**src/rtl/md_issue_ctrl.sv**
```systemverilog
// HI/LO multiply/divide issue controller: tracks unit occupancy, stalls D-stage HI/LO users, handles flush abort.
// Optional MD_DIVZERO_FAST_EN: a divide by zero occupies the unit for a single RUN cycle.
module md_issue_ctrl (
  input  logic       clk,
  input  logic       reset,
  input  logic       e_valid,
  input  logic [2:0] e_md_op,
  input  logic       e_rt_zero,
  input  logic       d_use_hilo,
  input  logic       int_flush,
  output logic [1:0] md_start,
  output logic       md_signed,
  output logic [1:0] md_wr,
  output logic       md_abort,
  output logic       stall_d,
  output logic       busy,
  output logic       protocol_err
);

  typedef enum logic [1:0] {IDLE, RUN_MUL, RUN_DIV} state_e;

  localparam logic [3:0] MUL_LAT = 4'd5;
  localparam logic [3:0] DIV_LAT = 4'd10;

  state_e     state_q, state_d;
  logic [3:0] cnt_q, cnt_d;
  logic       first_q, first_d;
  logic       perr_q, perr_d;

  logic       is_mul, is_div, is_mt, idle, issue;
  logic [3:0] div_lat;

  assign is_mul = (e_md_op == 3'd1) || (e_md_op == 3'd2);
  assign is_div = (e_md_op == 3'd3) || (e_md_op == 3'd4);
  assign is_mt  = (e_md_op == 3'd5) || (e_md_op == 3'd6);
  assign idle   = (state_q == IDLE);
  assign issue  = !reset && idle && e_valid && (is_mul || is_div) && !int_flush;

`ifdef MD_DIVZERO_FAST_EN
  assign div_lat = e_rt_zero ? 4'd1 : DIV_LAT;
`else
  assign div_lat = DIV_LAT;
`endif

  always_comb begin
    state_d   = state_q;
    cnt_d     = cnt_q;
    first_d   = 1'b0;
    perr_d    = perr_q;
    md_start  = 2'b00;
    md_signed = 1'b0;
    md_wr     = 2'b00;
    md_abort  = 1'b0;
    if (idle) begin
      if (issue) begin
        md_start  = is_mul ? 2'b01 : 2'b10;
        md_signed = (e_md_op == 3'd1) || (e_md_op == 3'd3);
        state_d   = is_mul ? RUN_MUL : RUN_DIV;
        cnt_d     = is_mul ? MUL_LAT : div_lat;
        first_d   = 1'b1;
      end else if (!reset && e_valid && is_mt && !int_flush) begin
        md_wr = (e_md_op == 3'd5) ? 2'b01 : 2'b10;
      end
    end else begin
      if (e_valid && (is_mul || is_div || is_mt)) perr_d = 1'b1;
      // Only the first RUN cycle can be flushed: the issuer is then in M and gets cancelled.
      if (first_q && int_flush) begin
        md_abort = !reset;
        state_d  = IDLE;
        cnt_d    = 4'd0;
      end else if (cnt_q <= 4'd1) begin
        state_d = IDLE;
        cnt_d   = 4'd0;
      end else begin
        cnt_d = cnt_q - 4'd1;
      end
    end
  end

  always_ff @(posedge clk) begin
    if (reset) begin
      state_q <= IDLE;
      cnt_q   <= 4'd0;
      first_q <= 1'b0;
      perr_q  <= 1'b0;
    end else begin
      state_q <= state_d;
      cnt_q   <= cnt_d;
      first_q <= first_d;
      perr_q  <= perr_d;
    end
  end

  assign busy         = !reset && (!idle || issue);
  assign stall_d      = d_use_hilo && busy;
  assign protocol_err = perr_q;

endmodule

```
**config.mk**
```make
export PLATFORM = sky130hd
export DESIGN_NAME = md_issue_ctrl
export DESIGN_NICKNAME = d
export VERILOG_FILES = /design/src/rtl/md_issue_ctrl.sv
export SDC_FILE = /design/constraint.sdc
export NUM_CORES = 1
export LEC_CHECK = 0
export BUFFER_PORTS_ARGS = -buffer_cell sky130_fd_sc_hd__buf_2
export CAP_MARGIN = 20
export CORE_MARGIN = 2
export CORE_UTILIZATION = 43
export DETAILED_ROUTE_END_ITERATION = 6
export GPL_ROUTABILITY_DRIVEN = 0
export GPL_TIMING_DRIVEN = 0
export PLACE_DENSITY = 0.76
export SETUP_SLACK_MARGIN = 0.1
export SYNTH_ARGS = -nofsm -noshare
export SYNTH_HDL_FRONTEND = slang
export SYNTH_SLANG_ARGS = --single-unit
```
**constraint.sdc**
```tcl
create_clock -name clk -period 1.69 [get_ports clk]
set_input_delay 0.338 -clock clk [delete_from_list [all_inputs] [get_ports clk]]
set_output_delay 0.338 -clock clk [all_outputs]
set_load 0.01 [all_outputs]
```
### Word level (Yosys, flattened, before mapping)

Index checks and enable logic that the tools add are counted.

* flip-flop bits (word level): 8
* input bits: 9
* output and inout bits: 9
* logic and storage cells: 61

* $add $sub $neg: 1
* magnitude comparators: 1
* eq/ne operators: 7
* mux-type cells: 21
* bitwise logic cells: 1
* reductions and logical operators: 26

Operator list (count)
* two-way mux 2 bit: 11
* two-way mux 4 bit: 5
* logical AND 1 bit: 11
* == test 3 bit, second input constant: 3
* logical OR 1 bit: 7
* == test 3 x 2 -> 1 bit, second input constant: 2
* two-way mux 1 bit: 5
* <= comparator 4 x 1 -> 1 bit, second input constant: 1
* AND reduction 2 bit: 2
* subtractor 4 x 1 -> 4 bit, second input constant: 1
* == test 3 x 1 -> 1 bit, second input constant: 1
* zero test 1 bit: 3
* nonzero test 3 bit: 1
* zero test 2 bit: 1
* != test 2 x 1 -> 1 bit, second input constant: 1
* OR reduction 2 bit: 1
* NOT 1 bit: 1

### Logic depth before layout (Yosys ltp)

* word-level depth: 8
* depth in mapped cells: 6
* gate-level depth less buffers: 6

### Worst setup path before layout

OpenSTA, ideal clock, no wires.

* path type: input-to-output
* start: input e_md_op[0]
* end: output stall_d
* data arrival time: 1.442 ns
* required time: 1.352 ns
* setup slack: -0.090 ns
* stages: 5
* buffers on the path: 1
* cells stage by stage: buf_2 or3_4 a31oi_4 nor2_1 and2_1

* cells in the longest elaborated chain, start to end: 8
* elaborated cells between the ends (all ways): 12
* classes of those cells: eq/ne (4); reduce/logical (8)

RTL lines
* from (decl): line 7 `input logic [2:0] e_md_op,`
* == test 3 x 1 -> 1 bit, or another cell as far along: line 33 `assign is_mul = (e_md_op == 3'd1) || (e_md_op == 3'd2);`
* logical OR 1 bit, on equally long branches: line 33, 34
* logical OR 1 bit (*): line 37 `assign issue = !reset && idle && e_valid && (is_mul || is_div) && !int_flush;`
* logical AND 1 bit (*) (2 in series): line 37
* logical OR 1 bit (*): line 94 `assign busy = !reset && (!idle || issue);`
* logical AND 1 bit (*): line 94
* net busy: line 16 `output logic busy,`
* logical AND 1 bit (*): line 95 `assign stall_d = d_use_hilo && busy;`
* to (decl): line 15 `output logic stall_d,`

Mark *: on every way through the listed nets, which the timed path passes. The rest lies on a longest branch.

### Worst setup path in the final report

* start: register state_q[1]
* end: output stall_d

* cells in the longest elaborated chain, start to end: 8
* elaborated cells between the ends (all ways): 9
* classes of those cells: reduce/logical (9)

RTL lines
* from (decl): line 25 `state_e state_q, state_d;`
* from (signal assigned): line 87 `state_q <= state_d;`
* zero test 2 bit (*): line 36 `assign idle = (state_q == IDLE);`
* logical AND 1 bit (4 in series): line 37
* logical OR 1 bit (*): line 94
* logical AND 1 bit (*): line 94
* logical AND 1 bit (*): line 95

Every way passes the cells marked *; elsewhere a longest branch is shown, timed or not.

==> results.env <==
CRIT_PATH_END_KIND='output pin'
POST_SYNTH_MAIN_AREA_CONTRIBUTORS='sky130_fd_sc_hd__dfxtp_1, sky130_fd_sc_hd__nor2_1, sky130_fd_sc_hd__ha_1'
CP_MAX_FO=4
FINISH.INSTANCE_AREA_UM2=985
SYNTH.FF_LATCH_COUNT=8
SYNTHESIS.AREA_UM2=591
SYNTHTOLAYOUTAREAGROWTH_PCT=66.7
IO_PINS=18
DRT-WIRELENGTH-PER-CELL_UM=16.6
ROUTED-VIA-COUNT=720
DIE_H_UM=41.1
P_TOTAL_W=0.000527
POST_CTS_HOLD_BUFFER_COUNT=0
FINAL_LAYOUT_SIZE_SUFFIX_GT1_SHARE_PCT=56.6
STATUS='complete, but fails checks'
SYNTH_ENABLE_FLOP_CELLS=0
YOSYS_WARNINGS=0
DP_HPWL_UM=1010
TIMING.FINAL.WS_SETUP_NS=-0.0472
WIRE_LENGTH_OF_THE_FIRST_GLOBAL_ROUTING_PASS_UM=2600
INITIAL_UTILIZATION_PCT=46.0
WORSTSETUPPATHTYPE='flop to output pin'
YOSYS.CELL_TYPES.COUNT=36
PORT_BUFFERS=14
CLKTRANSATPATHREGS_NS=0.05
CTSROOTBUFFERMASTER='sky130_fd_sc_hd__clkbuf_4'
GRT_UTIL_ALL_LAYERS_PCT=24.5
POST_LAYOUT_NONFILLER_INSTANCES=121
CP_SLOWEST_STAGE_DELAY_NS=0.36
FINALSETUPVIOLATIONS=1
TIMING.HOLD.WORST.CLASS='input pin to flop'
GRT_ANTENNA_BEFORE_REPAIR=0
TIMING_WORST_SLEW_PIN_VALUE_NS=0.559
GRT-OVFL-TOTAL=0
DIE_X_UM=41.1
SKEW_NS=0.0139
DRT_FIRST_ITER_VIOLATIONS=23
ROW_COUNT=13
FIN_TNS_SETUP_NS=-0.0472
DIE_AREA_UM2=1690
CRIT_REQUIRED_NS=1.35
CLOCK_INSERTION_DELAY_WORST_SKEW_NS=0.28
FINALNETCOUNT=119
NUMBER_OF_INSTANCES_IN_THE_SYNTHESIZED_NETLIST=73
SETUP_REPAIR_AFTER_GLOBAL_ROUTING_MISSED_ITS_MARGIN='yes'
FILLCELLCOUNT=76
SLOWEST_STAGE='sky130_fd_sc_hd__dfxtp_4'
FINALHOLDVIOLATIONS=0
LARGEST_NET_DEGREE_AT_THE_START_OF_GLOBAL_ROUTING=11
CTS-HTREE-LEVELS=1
PLACED_CELL_AREA_UM2=692
PLACEDCELLCOUNT=102
DRT-VIAS-PER-INSTANCE=5.95
POST-ROUTE-PERIOD-UTIL_PCT=103
DRT_PRE_ANTENNA_ITERS=4
TOTAL_LEAKAGE_POWER_nW=0.437
POSTSYNTHAREAPERCELL_UM2=8.09
CLOCK_SINK_TOTAL=8
DRC_ERRORS=0
MULTI_INPUT_COMB_AREA_UM2=478
SYNTH_AREA_LEADER_CELL='sky130_fd_sc_hd__dfxtp_1'
CLOCKBUFFERDEPTH=2
ANTENNA_FIX_CELLS=0
SYNTH_FLOP_CELL='sky130_fd_sc_hd__dfxtp_1'
VDD_IR_DROP_MAX_uV=486
FINALMAXSLEWVIOLATIONS=0
ASYNC_RESET_FF_SHARE_PCT=0
TRITONCTS='yes'
SYN-NUM-NETS=84
POWER.DENSITY_CELL_AREA_nW_PER_UM2=536
DRTANTENNAVIOLNETS=0
SYNTH-SEQ-AREA-SHARE_PCT=27.1
FP.COREAREA_UM2=1280
FMAX_GHz=0.576
CTS_MADE_BUFFERS=3
WORST_SETUP_PATH_START_KIND='flop'
ROUTED_WL_UM=2010
FAILING_CHECKS='setup timing'
SLEW_HEADROOM_PCT=62.7
SEQCELLAREA_UM2=169
CRIT_CHAIN='or2_4, a31oi_4, nor2_4, and2_4, buf_6'
TIMING.CRITICAL_PATH.ARRIVAL_NS=1.40
VIA_COUNT_OF_THE_FIRST_GLOBAL_ROUTING_PASS=628
FINALWORSTPATHREQUIREDPERIOD_NS=1.74
SYNTH_TOP_CELL_AREA_SHARE_PCT=27.1
MAX_CAP_VIOLATIONS=0
==> power by group <==
group          total, W  switching, W  internal, W  leakage, nW
sequential     0.000200    0.00000685     0.000193       0.0670
combinational  0.000161     0.0000762    0.0000850        0.356
clock          0.000167     0.0000842    0.0000823       0.0138
total          0.000527      0.000167     0.000360        0.437
==> cells in the mapped netlist (2+ instances only) <==
library cell / number
sky130_fd_sc_hd__dfxtp_1: 8
sky130_fd_sc_hd__a21oi_1: 3
sky130_fd_sc_hd__nor2_1: 7
sky130_fd_sc_hd__a211oi_1: 3
sky130_fd_sc_hd__ha_1: 2
sky130_fd_sc_hd__inv_1: 6
sky130_fd_sc_hd__a22oi_1: 2
sky130_fd_sc_hd__nand2_1: 6
sky130_fd_sc_hd__o21ai_0: 3
sky130_fd_sc_hd__nor3_1: 4
sky130_fd_sc_hd__or2_2: 3
sky130_fd_sc_hd__nand3_1: 2
==> what timing repair did <==
| item | in CTS | in global routing |
|---|---|---|
| setup endpoints to repair | 9 | 11 |
| pin swaps | 9 | 12 |
| gates resized for setup | 20 | 19 |
| setup buffers | 12 | 4 |
| gates cloned | 0 | 0 |
==> per-layer routing <==
metal	global-route usage [%]	routed length (um)
met1	28.7	878
met2	41.4	1000
met3	4.89	96
met4	12.5	34
met5	0	0
==> final timing paths <==
check / startpoint / cells after the start / slack [ns] / to
max reg2reg: state_q[1] / 6 / 0.17 / cnt_q[2]
min: reset / 4 / 0.38 / first_q
max: state_q[1] / 5 / -0.05 / stall_d
min reg2reg: cnt_q[3] / 2 / 0.52 / cnt_q[3]
==> per-stage QoR <==
| step | hold WS [ns] | util [%] | setup WS [ns] |
|---|---|---|---|
| CTS | 0.357 | 67.9 | -0.0503 |
| global placement | 0.458 | 53.8 | -0.141 |
| global route | 0.406 | 76.6 | -0.0712 |
| floorplan | 0.458 | - | 0.0138 |
| finish | 0.377 | 76.6 | -0.0472 |
| detailed placement | 0.474 | 53.8 | -0.151 |
==> sequential cells by signal, summed over array words and instances, names as in the netlist <==
register      count
first_q           1
protocol_err      1
cnt_q             4
state_q           2
==> kinds of logic after synthesis <==
group | share of synthesized area, %
buffers and inverters | 7.20
and+or+nand+nor | 28.8
DFF | 27.1
AOI/OAI and AO/OA | 31.1
adders and majority gates | 4.24
xor gates and xnor gates | 1.48
==> area by class of cell <==
class	count	area share [%]
Buffer	3	3.43
Clock buffer	3	2.29
Multi-Input combinational cell	56	48.5
Tap cell	15	1.91
Inverter	6	2.29
Sequential cell	8	17.2
Timing Repair Buffer	30	24.4
==> critical path: cells and delay by family (launching register included) <==
kind,cells,cell delay (ns)
and+or+nand+nor,3,0.46
AOI/OAI and AO/OA,1,0.20
DFF,1,0.36
buffers and inverters,1,0.11
==> cell usage in the layout (no fill, tap or decap), drive strengths merged, types with 2 or more instances in the layout <==
cell / instances
o21ai: 3
nor3b: 2
nand2: 6
a21oi: 3
clkbuf: 4
dfxtp: 8
nor3: 4
ha: 2
buf: 32
inv: 6
a22oi: 2
or2: 3
a211oi: 4
nand3: 2
nor2: 7
or3: 2
Power figures use the tool's default switching activity.
